File: config.mk
export PLATFORM = sky130hd
export DESIGN_NAME = tdc_event_queue
export DESIGN_NICKNAME = d
export VERILOG_FILES = /design/src/rtl/tdc_pkg.sv /design/src/rtl/tdc_sync_fifo.sv /design/src/rtl/tdc_event_queue.sv
export SDC_FILE = /design/constraint.sdc
export NUM_CORES = 1
export LEC_CHECK = 0
export ABC_AREA = 1
export ABC_CLOCK_PERIOD_IN_PS = 8520
export CAP_MARGIN = 20
export CORE_ASPECT_RATIO = 1.2
export CORE_MARGIN = 2
export CORE_UTILIZATION = 45
export DETAILED_ROUTE_END_ITERATION = 16
export SETUP_SLACK_MARGIN = 0.2
export SYNTH_ARGS = -nofsm -noshare
export SYNTH_HDL_FRONTEND = slang
export SYNTH_SLANG_ARGS = --single-unit
File: constraint.sdc
create_clock -name clk -period 8.52 [get_ports clk]
set_input_delay 1.704 -clock clk [delete_from_list [all_inputs] [get_ports clk]]
set_output_delay 1.704 -clock clk [all_outputs]
set_load 0.05 [all_outputs]
File: src/rtl/tdc_pkg.sv
// tdc_pkg: shared constants and drain FSM encoding for the TDC event queue
package tdc_pkg;
  localparam int TS_W = 40;
  localparam int DEFAULT_FIFO_DEPTH = 16;
  localparam int DROP_W = 32;
  localparam logic [7:0] OVF_MARKER_TAG = 8'hFF;
  typedef enum logic [1:0] {IDLE, SENT, DRAIN} drain_state_e;
endpackage

File: src/rtl/tdc_sync_fifo.sv
// tdc_sync_fifo: synchronous FIFO without fall-through; push while full is accepted only alongside a pop
// Ports: clk/rst (sync, active-high); push_i/wdata_i write side; pop_i/rdata_o read side (rdata_o is the head);
// full_o/empty_o status; level_o occupancy.
module tdc_sync_fifo #(
  parameter int W = 40,
  parameter int DEPTH = 16,
  localparam int AW = $clog2(DEPTH),
  localparam int LW = AW + 1
) (
  input  logic          clk,
  input  logic          rst,
  input  logic          push_i,
  input  logic [W-1:0]  wdata_i,
  input  logic          pop_i,
  output logic [W-1:0]  rdata_o,
  output logic          full_o,
  output logic          empty_o,
  output logic [LW-1:0] level_o
);
  logic [W-1:0] mem_q [DEPTH];
  logic [AW-1:0] wr_q, rd_q;
  logic [LW-1:0] level_q;
  logic do_wr, do_rd;
  assign do_rd = pop_i & ~empty_o;
  assign do_wr = push_i & (~full_o | do_rd);
  assign rdata_o = mem_q[rd_q];
  assign full_o = level_q == LW'(DEPTH);
  assign empty_o = level_q == '0;
  assign level_o = level_q;
  always_ff @(posedge clk) begin
    if (rst) begin
      wr_q <= '0;
      rd_q <= '0;
      level_q <= '0;
    end else begin
      if (do_wr) begin
        mem_q[wr_q] <= wdata_i;
        wr_q <= wr_q + AW'(1);
      end
      if (do_rd) rd_q <= rd_q + AW'(1);
      level_q <= level_q + LW'(do_wr) - LW'(do_rd);
    end
  end
endmodule

File: src/rtl/tdc_event_queue.sv
// tdc_event_queue: timestamps rising edges of an async hit and feeds them to a hex UART transmitter
// Ports: clk/rst (sync, active-high); event_in async hit; data/data_valid word and start pulse to the
// transmitter, paced by its busy; level FIFO occupancy; overflow sticky drop flag.
// Define TDC_OVF_MARKER_EN to count drops and send a {8'hFF, drop_count} marker before the next timestamp.
module tdc_event_queue #(
  parameter int DEPTH = tdc_pkg::DEFAULT_FIFO_DEPTH,
  parameter int TS_W = tdc_pkg::TS_W,
  localparam int LW = $clog2(DEPTH) + 1
) (
  input  logic            clk,
  input  logic            rst,
  input  logic            event_in,
  output logic [TS_W-1:0] data,
  output logic            data_valid,
  input  logic            busy,
  output logic [LW-1:0]   level,
  output logic            overflow
);
  import tdc_pkg::*;
  drain_state_e state_q, state_d;
  logic s1_q, s2_q, s3_q, hit;
  logic [TS_W-1:0] cnt_q, data_q, data_d, head, marker;
  logic dv_q, dv_d, ovf_q, sent_q, sent_d;
  logic pop, full, empty, drop, mark;
  assign hit = s2_q & ~s3_q;
  assign drop = hit & full & ~pop;
  assign data = data_q;
  assign data_valid = dv_q;
  assign overflow = ovf_q;
  tdc_sync_fifo #(.W(TS_W), .DEPTH(DEPTH)) u_fifo (
    .clk     (clk),
    .rst     (rst),
    .push_i  (hit),
    .wdata_i (cnt_q),
    .pop_i   (pop),
    .rdata_o (head),
    .full_o  (full),
    .empty_o (empty),
    .level_o (level)
  );
`ifdef TDC_OVF_MARKER_EN
  logic [DROP_W-1:0] drop_q, drop_base;
  assign mark = |drop_q;
  assign marker = TS_W'({OVF_MARKER_TAG, drop_q});
  // Sending the marker clears the count; a drop in that same cycle then counts as the first new one.
  assign drop_base = (dv_d & mark) ? '0 : drop_q;
  always_ff @(posedge clk)
    drop_q <= rst ? '0 : (drop && !(&drop_base)) ? drop_base + DROP_W'(1) : drop_base;
`else
  assign mark = 1'b0;
  assign marker = '0;
`endif
  always_comb begin
    state_d = state_q;
    sent_d = 1'b0;
    data_d = data_q;
    dv_d = 1'b0;
    pop = 1'b0;
    case (state_q)
      IDLE: if (!busy && (mark || !empty)) begin
        dv_d = 1'b1;
        data_d = mark ? marker : head;
        pop = !mark;
        state_d = SENT;
      end
      // Give the transmitter two cycles to raise busy; if it never does, fall back to IDLE without re-sending.
      SENT: begin
        state_d = busy ? DRAIN : sent_q ? IDLE : SENT;
        sent_d = !busy && !sent_q;
      end
      DRAIN: state_d = busy ? DRAIN : IDLE;
      default: state_d = IDLE;
    endcase
  end
  always_ff @(posedge clk) begin
    if (rst) begin
      {s3_q, s2_q, s1_q} <= '0;
      cnt_q <= '0;
      state_q <= IDLE;
      sent_q <= 1'b0;
      data_q <= '0;
      dv_q <= 1'b0;
      ovf_q <= 1'b0;
    end else begin
      {s3_q, s2_q, s1_q} <= {s2_q, s1_q, event_in};
      cnt_q <= cnt_q + TS_W'(1);
      state_q <= state_d;
      sent_q <= sent_d;
      data_q <= data_d;
      dv_q <= dv_d;
      ovf_q <= ovf_q | drop;
    end
  end
endmodule

==> metrics.md <==
| Metric | Value |
|---|---|
| Layout Cells excl Fill | 4182 |
| Clock skew | 22.1 ps |
| Fmax | 0.246 GHz |
| Ys Warns | 0 |
| Initial Util | 0.455 |
| Post-CTS resize count | 0 |
| Fin area | 35300 um2 |
| Cts bufs inserted | 75 |
| Share of layout cells above drive strength 1 | 0.0579 |
| Max-cap viol count | 0 |
| Pint | 6.45 mW |
| First-pass GRT wire length | 127000 um |
| Unique masters post-synth | 34 |
| RSZ-0062 raised after global routing | no |
| Tcrit/Tclk final | 0.478 |
| Routed via count | 21700 |
| Number of global-route vias before repair | 21000 |
| IO Pins | 51 |
| Final hold violation count | 0 |
| CTS tree | yes |
| DP HPWL | 48200 um |
| VDD IR max | 0.161 mV |
| CTS Root Cell | clkbuf_16 |
| Area delta synth->final | 11.2% |
| Sw Share | 0.324 |
| Relative slew slack | 0.210 |
| Max Buffers Root-to-Sink | 3 |
| Switching pwr | 3.09 mW |
| Gp weighted congestion | 0.801 |
| Req. time, crit path | 9010 ps |
| Mapped Area | 31700 um2 |
| Crit-path max FO | 14 |
| Clock sink count | 741 |
| Antenna Cells | 0 |
| Yosys top cell area share | 0.606 |
| Run status | complete, no violations |
| Worst Tran Pin Value | 1180 ps |
| Post-synthesis instance total | 3185 |
| Register area share after synthesis | 0.670 |
| Placed cells | 4047 |
| Post-DP Area | 32900 um2 |
| Post-route DRC | 0 |
| I/O Buffers | 50 |
| Fin nets | 3224 |
| Synth top area cells | edfxtp_1 61%, nand2_1 13%, nand3_1 7.3% |
| Post-Synthesis Net Count | 3202 |
| Die H | 295 um |
| Die width | 246 um |
| Routed len/inst | 20.1 um |
| # setup viols final | 0 |
| Static Leak | 14.4 nW |
| Later-pin clock latency in the skew report | 620 ps |
| Sequential Power Share | 0.427 |
| Combinational Power Share | 0.240 |
| CP Capture Type | flop |
| H-tree Lvls | 3 |
| Die area | 72600 um2 |
| Gr ovfl total | 0 |
| Fin Setup TNS | 0 ps |
| First drt pass iteration count | 6 |
| Power Dens Cells | 271 nW/um2 |
| GRT Overall Usage | 0.232 |
| 1st-iter DRT viols | 1787 |
| Worst setup path class | in -> reg |
| Final ANT Viol Nets | 0 |
| Final Max Tran Viols | 0 |
| Worst hold path class | reg -> reg |
| Crit path DAT | 4560 ps |
| Initial antenna violation count | 0 |
| Clock share of power | 0.333 |
| #FFs+latches synth | 741 |
| Setup bufs post-CTS | 0 |
| Filler cells | 6353 |
| WL final | 84200 um |
| Fin crit period | 4070 ps |
| WHS | 404 ps |
| # rows | 106 |
| Syn_area_per_cell | 9.96 um2 |
| Largest area contributor in the netlist | edfxtp_1 |
| Clock transition at the registers of the reported paths | 60 ps |
| Largest net degree at the start of global routing | 143 |
| Routed vias/inst | 5.19 |
| Startpoint Class | input pin |
| Core box area | 69800 um2 |
| Hold-fix buffers at CTS | 0 |
## cell families (layout without fill, tap and decap cells)
family	after synthesis	count (layout)	synth area share
xor+xnor	15	15	0.00414
buf+inv	566	645	0.0778
simple gates	1798	1798	0.234
flops	741	741	0.670
fa+ha+maj	13	13	0.00536
compound gates	52	52	0.00860
## worst max-delay path, stage by stage
cell,delay [ps]
clkdlybuf4s50_1,470
inv_1,70
nand2_1,90
nand3_1,240
nand2_1,540
inv_1,260
ha_1,300
fa_1,410
a21oi_1,140
o21bai_1,90
o21ai_0,170
a21oi_1,60
## metrics by stage
stage / worst slack [ps] / total power, mW / util
finish: 4450 / 9.55 / 0.506
global route: 4290 / 9.97 / 0.506
CTS: 4480 / 9.61 / 0.505
detailed placement: 3830 / 6.43 / 0.472
global placement: 3780 / 6.43 / 0.472
floorplan: 3010 / 5.82 / -
## per-layer routing
metal	up-vias	wire [um]	global-route usage	share of wire
met5	-	0	0	0
met4	0	4080	0.117	0.048
met3	185	4450	0.0288	0.053
met2	740	41400	0.394	0.49
met1	10400	34300	0.293	0.41
li1	10400	-	-	-
## worst paths after layout
| kind | from | endpoint | slack [ps] | cells past startpoint |
|---|---|---|---|---|
| max reg2reg | u_fifo.rd_q[0] | data[10] | 4550 | 11 |
| max | busy | u_fifo.level_o[4] | 4450 | 12 |
| min | sent_q | sent_q | 400 | 1 |
| min reg2reg | sent_q | sent_q | 400 | 1 |
## power by group through the flow
stage / Combinational [mW] / Clock (mW) / Sequential (mW)
floorplan: 1.43 / 0 / 4.39
global placement: 2.27 / 0 / 4.15
detailed placement: 2.28 / 0 / 4.15
CTS: 2.29 / 3.23 / 4.08
global route: 2.51 / 3.37 / 4.08
finish: 2.29 / 3.18 / 4.07
## cells in the mapped netlist
master	n
buf_1	16
a21oi_1	33
fa_1	1
o21a_1	1
xor2_1	12
xnor2_1	3
ha_1	12
nor2_2	3
clkinv_1	1
nor2_1	176
buf_2	63
inv_2	5
nand3_1	461
o21ai_0	14
edfxtp_1	640
nand2_1	1118
inv_4	1
buf_4	20
nor2_4	2
o21bai_1	2
inv_1	406
clkbuf_1	29
nand4_1	10
nand2_2	3
dfxtp_1	101
a21oi_2	1
buf_6	25
or2_2	1
or2_0	2
a31oi_1	1
nand3b_1	6
nor4_1	1
nand3_2	1
nor3_1	14
## layout by cell type (no fill, tap or decap), types with 10 or more instances in the layout
cell type        instances
nand2_1               1118
edfxtp_1               640
nand3_1                461
inv_1                  405
nor2_1                 172
dfxtp_1                 97
clkbuf_16               80
clkdlybuf4s50_1         49
buf_4                   48
a21oi_1                 33
clkbuf_1                19
clkinv_1                14
o21ai_0                 14
nor3_2                  12
clkinv_2                12
xor2_1                  12
ha_1                    12
nand4_1                 10
## sequential cells by signal, indices dropped and copies added, names as in the netlist
| register | count |
|---|---|
| sent_q | 1 |
| u_fifo.mem_q | 640 |
| u_fifo.wr_q | 4 |
| u_fifo.rd_q | 4 |
| s3_q | 1 |
| u_fifo.level_o | 5 |
| state_q | 2 |
| cnt_q | 40 |
| data | 40 |
| data_valid | 1 |
| s2_q | 1 |
| overflow | 1 |
| s1_q | 1 |
## cell type report
cell class,instances,area [um2],share of cell area
Tap cell,918,1150,0.0325
Inverter,413,1560,0.0443
Sequential cell,741,21300,0.602
Clock inverter,29,188,0.00532
Timing Repair Buffer,98,878,0.0249
Multi-Input combinational cell,1878,8100,0.230
Clock buffer,105,2160,0.0611
(Power assumes the default switching activity.)
